==> src/rtl/addsub_pkg.sv <==
// Shared types and constants for the serial nibble add/subtract engine.
//   state_t      : engine FSM states
//   NIB_W        : datapath slice width (one nibble)
//   sat_max/min  : saturation limits for a w-bit two's-complement word
package addsub_pkg;

    localparam int unsigned NIB_W = 4;

    typedef enum logic [1:0] {
        IDLE = 2'd0,
        RUN  = 2'd1,
        DONE = 2'd2
    } state_t;

    // Largest positive w-bit value, 0x7F..F, zero-extended to 64 bits.
    function automatic logic [63:0] sat_max(input int unsigned w);
        logic [63:0] one;
        one = 64'd1;
        return (one << (w - 1)) - one;
    endfunction

    // Most negative w-bit value, 0x80..0, zero-extended to 64 bits.
    function automatic logic [63:0] sat_min(input int unsigned w);
        logic [63:0] one;
        one = 64'd1;
        return one << (w - 1);
    endfunction

endpackage

==> src/rtl/serial_nibble_addsub_adder.sv <==
// 4-bit ripple-carry adder; the only arithmetic in the engine.
// Ports:
//   a, b : nibble operands (b arrives pre-inverted for subtraction)
//   cin  : carry in
//   sum  : 4-bit sum
//   cout : carry out of bit 3
//   v    : signed overflow (carry into bit 3 differs from carry out)
module serial_nibble_addsub_adder
    import addsub_pkg::*;
(
    output logic [NIB_W-1:0] sum,
    output logic             cout,
    output logic             v,
    input  logic [NIB_W-1:0] a,
    input  logic [NIB_W-1:0] b,
    input  logic             cin
);

    logic [NIB_W:0] c;

    // Ripple chain of full adders.
    always_comb begin
        c    = '0;
        sum  = '0;
        c[0] = cin;
        for (int i = 0; i < int'(NIB_W); i++) begin
            sum[i]  = a[i] ^ b[i] ^ c[i];
            c[i+1]  = (a[i] & b[i]) | (c[i] & (a[i] ^ b[i]));
        end
    end

    assign cout = c[NIB_W];
    assign v    = c[NIB_W] ^ c[NIB_W-1];

endmodule

==> src/rtl/serial_nibble_addsub.sv <==
// Multi-nibble add/subtract engine: processes one nibble per cycle, LSB
// first, through a single 4-bit adder, with a carry register between nibbles.
// Optional build macro: ADDSUB_SATURATE_EN clamps the result on overflow.
// Ports:
//   clk, rst                : clock, async active-high reset
//   start_valid/start_ready : operand handshake (ready = engine idle)
//   op_a, op_b, sub         : operands and mode (0: A+B, 1: A-B)
//   res_valid/res_ready     : result handshake
//   result, carry, overflow, zero : registered result and flags
module serial_nibble_addsub
    import addsub_pkg::*;
#(
    parameter int unsigned NIBBLES = 4
) (
    input  logic                     clk,
    input  logic                     rst,
    input  logic                     start_valid,
    output logic                     start_ready,
    input  logic [NIB_W*NIBBLES-1:0] op_a,
    input  logic [NIB_W*NIBBLES-1:0] op_b,
    input  logic                     sub,
    output logic                     res_valid,
    input  logic                     res_ready,
    output logic [NIB_W*NIBBLES-1:0] result,
    output logic                     carry,
    output logic                     overflow,
    output logic                     zero
);

    localparam int unsigned W     = NIB_W * NIBBLES;
    localparam int unsigned IDX_W = (NIBBLES > 1) ? $clog2(NIBBLES) : 1;
    localparam logic [IDX_W-1:0] LAST_IDX = IDX_W'(NIBBLES - 1);

    state_t           state, state_d;
    logic [IDX_W-1:0] idx, idx_d;
    logic             cr, cr_d;
    logic [W-1:0]     a_q, a_d, b_q, b_d;
    logic             sub_q, sub_d;
    logic [W-1:0]     result_d;
    logic             carry_d, overflow_d, zero_d;
    logic             start_ready_d, res_valid_d;

    logic [NIB_W-1:0] nib_a, nib_b, nib_sum;
    logic             nib_cout, nib_v;

    // Current nibble slice; subtraction inverts B and seeds the carry with 1.
    assign nib_a = a_q[idx*NIB_W +: NIB_W];
    assign nib_b = b_q[idx*NIB_W +: NIB_W] ^ {NIB_W{sub_q}};

    serial_nibble_addsub_adder u_adder (
        .sum  (nib_sum),
        .cout (nib_cout),
        .v    (nib_v),
        .a    (nib_a),
        .b    (nib_b),
        .cin  (cr)
    );

    // Next-state and next-output logic.
    always_comb begin
        state_d    = state;
        idx_d      = idx;
        cr_d       = cr;
        a_d        = a_q;
        b_d        = b_q;
        sub_d      = sub_q;
        result_d   = result;
        carry_d    = carry;
        overflow_d = overflow;
        zero_d     = zero;

        unique case (state)
            IDLE: begin
                if (start_valid) begin
                    a_d        = op_a;
                    b_d        = op_b;
                    sub_d      = sub;
                    idx_d      = '0;
                    cr_d       = sub;
                    result_d   = '0;
                    carry_d    = 1'b0;
                    overflow_d = 1'b0;
                    zero_d     = 1'b0;
                    state_d    = RUN;
                end
            end
            RUN: begin
                result_d[idx*NIB_W +: NIB_W] = nib_sum;
                cr_d = nib_cout;
                if (idx == LAST_IDX) begin
                    carry_d    = nib_cout;
                    overflow_d = nib_v;
`ifdef ADDSUB_SATURATE_EN
                    // Sign of A gives the sign of the true (unwrapped) result.
                    if (nib_v) begin
                        result_d = a_q[W-1] ? W'(sat_min(W)) : W'(sat_max(W));
                    end
`endif
                    zero_d  = ~|result_d;
                    state_d = DONE;
                end else begin
                    idx_d = idx + 1'b1;
                end
            end
            DONE: begin
                if (res_ready) begin
                    state_d = IDLE;
                end
            end
            default: state_d = IDLE;
        endcase

        start_ready_d = (state_d == IDLE);
        res_valid_d   = (state_d == DONE);
    end

    // State and output registers.
    always_ff @(posedge clk or posedge rst) begin
        if (rst) begin
            state       <= IDLE;
            idx         <= '0;
            cr          <= 1'b0;
            a_q         <= '0;
            b_q         <= '0;
            sub_q       <= 1'b0;
            result      <= '0;
            carry       <= 1'b0;
            overflow    <= 1'b0;
            zero        <= 1'b0;
            start_ready <= 1'b1;
            res_valid   <= 1'b0;
        end else begin
            state       <= state_d;
            idx         <= idx_d;
            cr          <= cr_d;
            a_q         <= a_d;
            b_q         <= b_d;
            sub_q       <= sub_d;
            result      <= result_d;
            carry       <= carry_d;
            overflow    <= overflow_d;
            zero        <= zero_d;
            start_ready <= start_ready_d;
            res_valid   <= res_valid_d;
        end
    end

endmodule
==> config.mk <==
export PLATFORM = sky130hd
export DESIGN_NAME = serial_nibble_addsub
export DESIGN_NICKNAME = d
export VERILOG_FILES = /design/src/rtl/addsub_pkg.sv /design/src/rtl/serial_nibble_addsub_adder.sv /design/src/rtl/serial_nibble_addsub.sv
export SDC_FILE = /design/constraint.sdc
export NUM_CORES = 1
export LEC_CHECK = 0
export ABC_AREA = 0
export CORE_MARGIN = 2
export CORE_UTILIZATION = 26
export DETAILED_ROUTE_END_ITERATION = 10
export PLACE_DENSITY = 0.49
export SKIP_LAST_GASP = 1
export SLEW_MARGIN = 10
export SYNTH_ARGS = -nofsm -noshare
export SYNTH_HDL_FRONTEND = slang
export SYNTH_SLANG_ARGS = --single-unit
export TNS_END_PERCENT = 5
==> constraint.sdc <==
create_clock -name clk -period 4.55 [get_ports clk]
set_clock_uncertainty 0.15 [all_clocks]
set_input_delay 0.91 -clock clk [delete_from_list [all_inputs] [get_ports clk]]
set_output_delay 0.91 -clock clk [all_outputs]
set_load 0.005 [all_outputs]
### Yosys cells after proc, flatten, opt, wreduce, memory -nomap -nowiden

Index checks and enable logic that the tools add are counted.

* flip-flop bits (word level): 59
* input port bits: 37
* output and inout bits: 21

* add/subtract/negate cells: 2
* equality and inequality tests: 7
* shift-type cells: 4
* multiplexer cells: 19
* bitwise gates (word level): 22
* reduce and logical (&&, ||, !) cells: 9

Operators by type and width (number)
* 4-bit negation with 34-bit output: 1
* 4-bit by 34-bit variable shift with 16-bit output (first input constant): 1
* 4-bit by 34-bit variable part select with 16-bit output: 1
* 16-bit case mux with 2 select lines: 1
* 16-bit by 5-bit variable part select with 4-bit output: 2
* 16-bit bitwise mux: 1
* 16-bit 2-to-1 mux: 1
* 16-bit OR reduction: 1
* 2-bit 2-to-1 mux: 5
* 1-bit bitwise XOR: 9
* 1-bit bitwise AND: 8
* 1-bit case mux with 2 select lines: 4
* 2-bit == test (second input constant): 3
* 2-bit inequality test (second input constant): 3
* 2-bit case mux with 3 select lines: 1
* 3-bit AND reduction: 2
* 1-bit 2-to-1 mux: 5
* 2-bit logical NOT: 2
* 1-bit bitwise OR: 4
* 2-bit case mux with 2 select lines: 1
* 2-bit AND reduction: 2
* 4-bit bitwise XOR: 1
* 2-bit by 1-bit adder with 2-bit output (second input constant): 1
* 2-bit by 1-bit == test with 1-bit output (second input constant): 1
* other kinds (2): 2

### Longest topological paths before layout

* depth in word-level cells: 16
* gate-level depth with buffers: 13
* depth with buffers taken out: 12

### Cells and area by module

From an unflattened synthesis, not the netlist that was laid out.

* cell total of the unflattened synthesis: 215
* area total of the unflattened synthesis: 2832.7 µm²

By module, submodules not included
* serial_nibble_addsub: times used 1, cells an instance 200, area each 2706.3 µm²
* serial_nibble_addsub_adder: times used 1, cells an instance 15, area each 126.4 µm²

### Worst setup path after synthesis

No wires, ideal clock.

* path kind: register to register
* from: reg idx[0]
* to: reg zero
* data arrival time: 3.534 ns
* data required time: 4.280 ns
* slack: 0.746 ns
* cell stages (with the launch flop): 14
* period minus slack after synthesis: 3.804 ns
* cell sequence: dfrtp_1 -> buf_4 -> buf_2 -> mux4_2 -> fa_1 -> inv_1 -> fa_1 -> inv_1 -> fa_1 -> fa_1 -> and4bb_2 -> mux2i_1 -> and2_1 -> a41o_1

* longest elaborated chain between the ends: 16

RTL lines
* start: declaration: RTL line serial_nibble_addsub.sv:35 `logic [IDX_W-1:0] idx, idx_d;`
* start signal: assignment: RTL line serial_nibble_addsub.sv:134 `idx <= idx_d;`
* 16-bit by 5-bit variable part select with 4-bit output: RTL line serial_nibble_addsub.sv:48 `assign nib_b = b_q[idx*NIB_W +: NIB_W] ^ {NIB_W{sub_q}};`
* 4-bit bitwise XOR: RTL line serial_nibble_addsub.sv:48
* 1-bit bitwise XOR: RTL line serial_nibble_addsub_adder.sv:27, serial_nibble_addsub_adder.sv:28
* 1-bit bitwise AND: RTL line serial_nibble_addsub_adder.sv:28 `c[i+1] = (a[i] & b[i]) | (c[i] & (a[i] ^ b[i]));`
* 1-bit bitwise OR: RTL line serial_nibble_addsub_adder.sv:28
* 1-bit bitwise AND: RTL line serial_nibble_addsub_adder.sv:28
* 1-bit bitwise OR: RTL line serial_nibble_addsub_adder.sv:28
* 1-bit bitwise AND: RTL line serial_nibble_addsub_adder.sv:28
* 1-bit bitwise OR: RTL line serial_nibble_addsub_adder.sv:28
* 1-bit bitwise XOR: RTL line serial_nibble_addsub_adder.sv:27 `sum[i] = a[i] ^ b[i] ^ c[i];`
* 4-bit by 34-bit variable part select with 16-bit output: RTL line serial_nibble_addsub.sv:88 `result_d[idx*NIB_W +: NIB_W] = nib_sum;`
* 16-bit bitwise mux: RTL line serial_nibble_addsub.sv:88
* 16-bit OR reduction: RTL line serial_nibble_addsub.sv:99 `zero_d = ~|result_d;`
* 1-bit logical NOT: RTL line serial_nibble_addsub.sv:99
* 1-bit 2-to-1 mux: RTL line serial_nibble_addsub.sv:90 `if (idx == LAST_IDX) begin`
* 1-bit case mux with 2 select lines: RTL line serial_nibble_addsub.sv:72 `unique case (state)`
* end signal: assignment: RTL line serial_nibble_addsub.sv:142 `zero <= zero_d;`
* end: declaration: RTL line serial_nibble_addsub.sv:27 `output logic zero`

Parallel ways exist; a longest one is shown, timed or not. The select of a mux whose other input is x is not followed.
A chain may end at the register's enable or synchronous reset.

### Worst setup path after layout

Same ends and word-level chain as after synthesis.

==> impl_metrics.ini <==
[worst_setup_path]
end_kind = flip-flop
cp.arrival_ns = 4.07
reg2regPathDepth = 12
cp_slowest_cell = dfrtp_1
cp-start-kind = flip-flop
crit_chain = mux4_2, xor2_1, fa_1, inv_1, fa_1, inv_1, fa_1, fa_1, and4bb_2, mux2i_1, and2_1, a41o_1
max_stage_delay_ns = 0.65
critical_path_required_ns = 4.62
setup.worst_path.class = flip-flop to flip-flop
cp_max_fo = 14
r2r_start = idx[0]$_DFFE_PP0P_
r2r_slack_ns = 0.55
timing.rr.end = zero$_DFFE_PP0P_
crit_top_cell = fa_1

[worst_hold_path]
hold_end = b_q[9]$_DFFE_PP0P_
hold_depth = 1
worstHoldStart = b_q[9]$_DFFE_PP0P_
hold_path_class = flip-flop to flip-flop

[synthesis]
synthDistinctLibCells = 40
synth.cell_area_mm2 = 0.002895
seq_area_frac_synth = 0.5104
ys.flop_type = dfrtp_1
syn_area_per_cell_um2 = 13.53
synth_edf_count = 0
ys.warnings.count = 0
syn-num-nets = 261
ys_ff_latch = 59
syn_inst = 214
synth_async_sr_flop_share = 1.000

[power_and_ir_drop]
cell_internal_pwr_mw = 2.006
p_comb_frac = 0.541
peakVddDrop_v = 0.0002893
clockPowerShare = 0.165
switching_power_mw = 1.312
p_seq_frac = 0.294
total_power_mw = 3.318
p_sw_frac = 0.3955
power_density_mw_per_mm2 = 866.4
power_leakage_nw = 1.592

[cts]
cts_buffer_depth = 2
cts_buffers = 9
insertion_delay_ns = 0.34
cts_setup_buffers = 0
cts_root_buffer = clkbuf_8
cts_tree = yes
clkSlewWorstSetupHoldPaths_ns = 0.07
ctsResizeCount = 0
ctsHoldBuffers = 0
clkSinkCount = 59
htree_levels = 3

[timing]
tightest_slew_ns = 0.5905
setup_viol = 0
max_freq_ghz = 0.2499
setup_tns_ns = 0
rsz0062_at_grt = false
hold_viol = 0
worst_hold_slack_ns = 0.3411
slew_violations = 0
slew_headroom = 0.6058
min_period_ns = 4.001
fin_crit_sh = 0.8794

[route]
vias_per_cell = 4.617
detailedRoute.firstPassIterationCount = 4
drt_wl_total_um = 6568
route.detailed.wl_per_inst_um = 15.53
vias = 1953
antenna_left = 0
drt_iter0_drc = 62
drc = 0

[final_layout]
multi_input_area_mm2 = 0.001304
fillerInstances = 1099
drive_gt1_frac = 0.2332
antenna_cells = 0
seqCellArea_mm2 = 0.001478
final_nets = 325
area_growth_syn_to_layout_pct = 32.28

[run_status]
status = finished clean

[floorplan]
die_h_um = 109.5
ios = 58
start_util = 0.2671
die_w_um = 109.5
dieArea_mm2 = 0.01200
row_count = 38
core_area_mm2 = 0.01084

[global_routing]
grt_pass1_wl_um = 11190
grt_pass1_vias = 2154
antenna_found_initial = 0
grt_usage = 0.1239
gr-total-overflow = 0
grt_max_degree = 34

[placed_design]
portBuffers = 57
place_congestion = 0.7322
dpl.hpwl_um = 4829

[flow_run]
drv_cap = 0
-- cell usage after synthesis (all sizes together), types with 3 or more instances --
cell type / count / area, µm²
ha: 6 / 75.07
mux4: 8 / 180.2
mux2: 35 / 394.1
nor2b: 3 / 18.77
xor2: 3 / 26.28
nor4: 3 / 18.77
nor3: 4 / 20.02
o21ai: 11 / 55.05
a22o: 16 / 140.1
nand3b: 4 / 30.03
buf: 8 / 72.56
nor2: 9 / 33.78
inv: 10 / 37.54
dfrtp: 58 / 1451
nand2: 6 / 22.52
a21oi: 3 / 15.01
fa: 4 / 80.08
-- kinds of logic after synthesis --
group | share of synthesized area
flops | 0.5104
mux | 0.2053
simple gates | 0.08470
compound gates | 0.09161
buf+inv | 0.03932
fa+ha+maj | 0.05359
xor+xnor | 0.01513
-- through the flow --
step           cell area [µm²]    util  setup slack [ns]  std cells
2_1_floorplan             2895       -            0.7460        214
3_3_place_gp              3602  0.3323            0.5981        407
3_5_place_dp              3602  0.3323            0.5351        407
4_1_cts                   3830  0.3533            0.5205        423
5_1_grt                   3830  0.3533            0.3177        423
6_report                  3830  0.3533            0.5488        423
-- state kept, by name, indices dropped and copies added, names as in the netlist --
name	count
a_q	16
b_q	16
result	16
idx	2
state	2
carry	1
cr	1
overflow	1
res_valid	1
start_ready	1
sub_q	1
zero	1
-- power groups by stage --
| stage | Sequential (mW) | Clock [mW] | Combinational [mW] |
|---|---|---|---|
| finish | 0.976 | 0.549 | 1.79 |
| CTS | 0.984 | 0.565 | 1.81 |
| global route | 1.02 | 0.591 | 2.01 |
| detailed placement | 0.993 | 0 | 1.81 |
| global placement | 0.994 | 0 | 1.81 |
| floorplan | 0.897 | 0 | 1.32 |
-- cell usage in the layout, fill, tap and decap left out, types with 4 or more instances in the layout --
master | netlist | layout
buf_4 | 1 | 5
ha_1 | 6 | 6
o21ai_0 | 11 | 11
clkdlybuf4s50_1 | 0 | 57
a22o_1 | 16 | 16
dfrtp_1 | 58 | 58
nor3_1 | 4 | 4
inv_1 | 10 | 9
mux2_2 | 33 | 33
nand2_1 | 6 | 6
mux4_2 | 8 | 8
fa_1 | 4 | 4
clkbuf_8 | 0 | 11
nand3b_1 | 4 | 4
nor2_1 | 9 | 9
-- worst max-delay path by stage --
stage | start | endpoint | slack, ns
floorplan | idx[0]$_DFFE_PP0P_ | zero$_DFFE_PP0P_ | 0.75
global placement | idx[0]$_DFFE_PP0P_ | zero$_DFFE_PP0P_ | 0.60
detailed placement | idx[0]$_DFFE_PP0P_ | zero$_DFFE_PP0P_ | 0.54
CTS | idx[0]$_DFFE_PP0P_ | zero$_DFFE_PP0P_ | 0.52
global route | idx[0]$_DFFE_PP0P_ | zero$_DFFE_PP0P_ | 0.32
finish | idx[0]$_DFFE_PP0P_ | zero$_DFFE_PP0P_ | 0.55
-- layout make-up --
class	instances	area share
clock buffers	12	0.04051
clock inverters	4	0.01895
inverters	10	0.009801
multi-input cells	136	0.3404
flip-flops and latches	59	0.3858
well taps	140	0.04574
repair buffers	62	0.1588
-- layer usage --
| metal | global-route usage | share of wire | up-vias |
|---|---|---|---|
| met1 | 0.1614 | 0.47 | 979 |
| met3 | 0.03853 | 0.046 | 9 |
| met5 | 0 | 0 | - |
| met2 | 0.1949 | 0.47 | 52 |
| li1 | - | - | 913 |
| met4 | 0.04340 | 0.011 | 0 |
-- critical path, delay by kind of cell, from the launching register on --
| kind | cells | cell delay [ns] |
|---|---|---|
| adders and majority gates | 4 | 1.54 |
| DFF | 1 | 0.65 |
| xor gates and xnor gates | 1 | 0.17 |
| buffers and inverters | 2 | 0.12 |
| and+or+nand+nor | 2 | 0.39 |
| muxes | 2 | 0.65 |
| AOI/OAI and AO/OA | 1 | 0.22 |
Power figures use the tool's default switching activity.
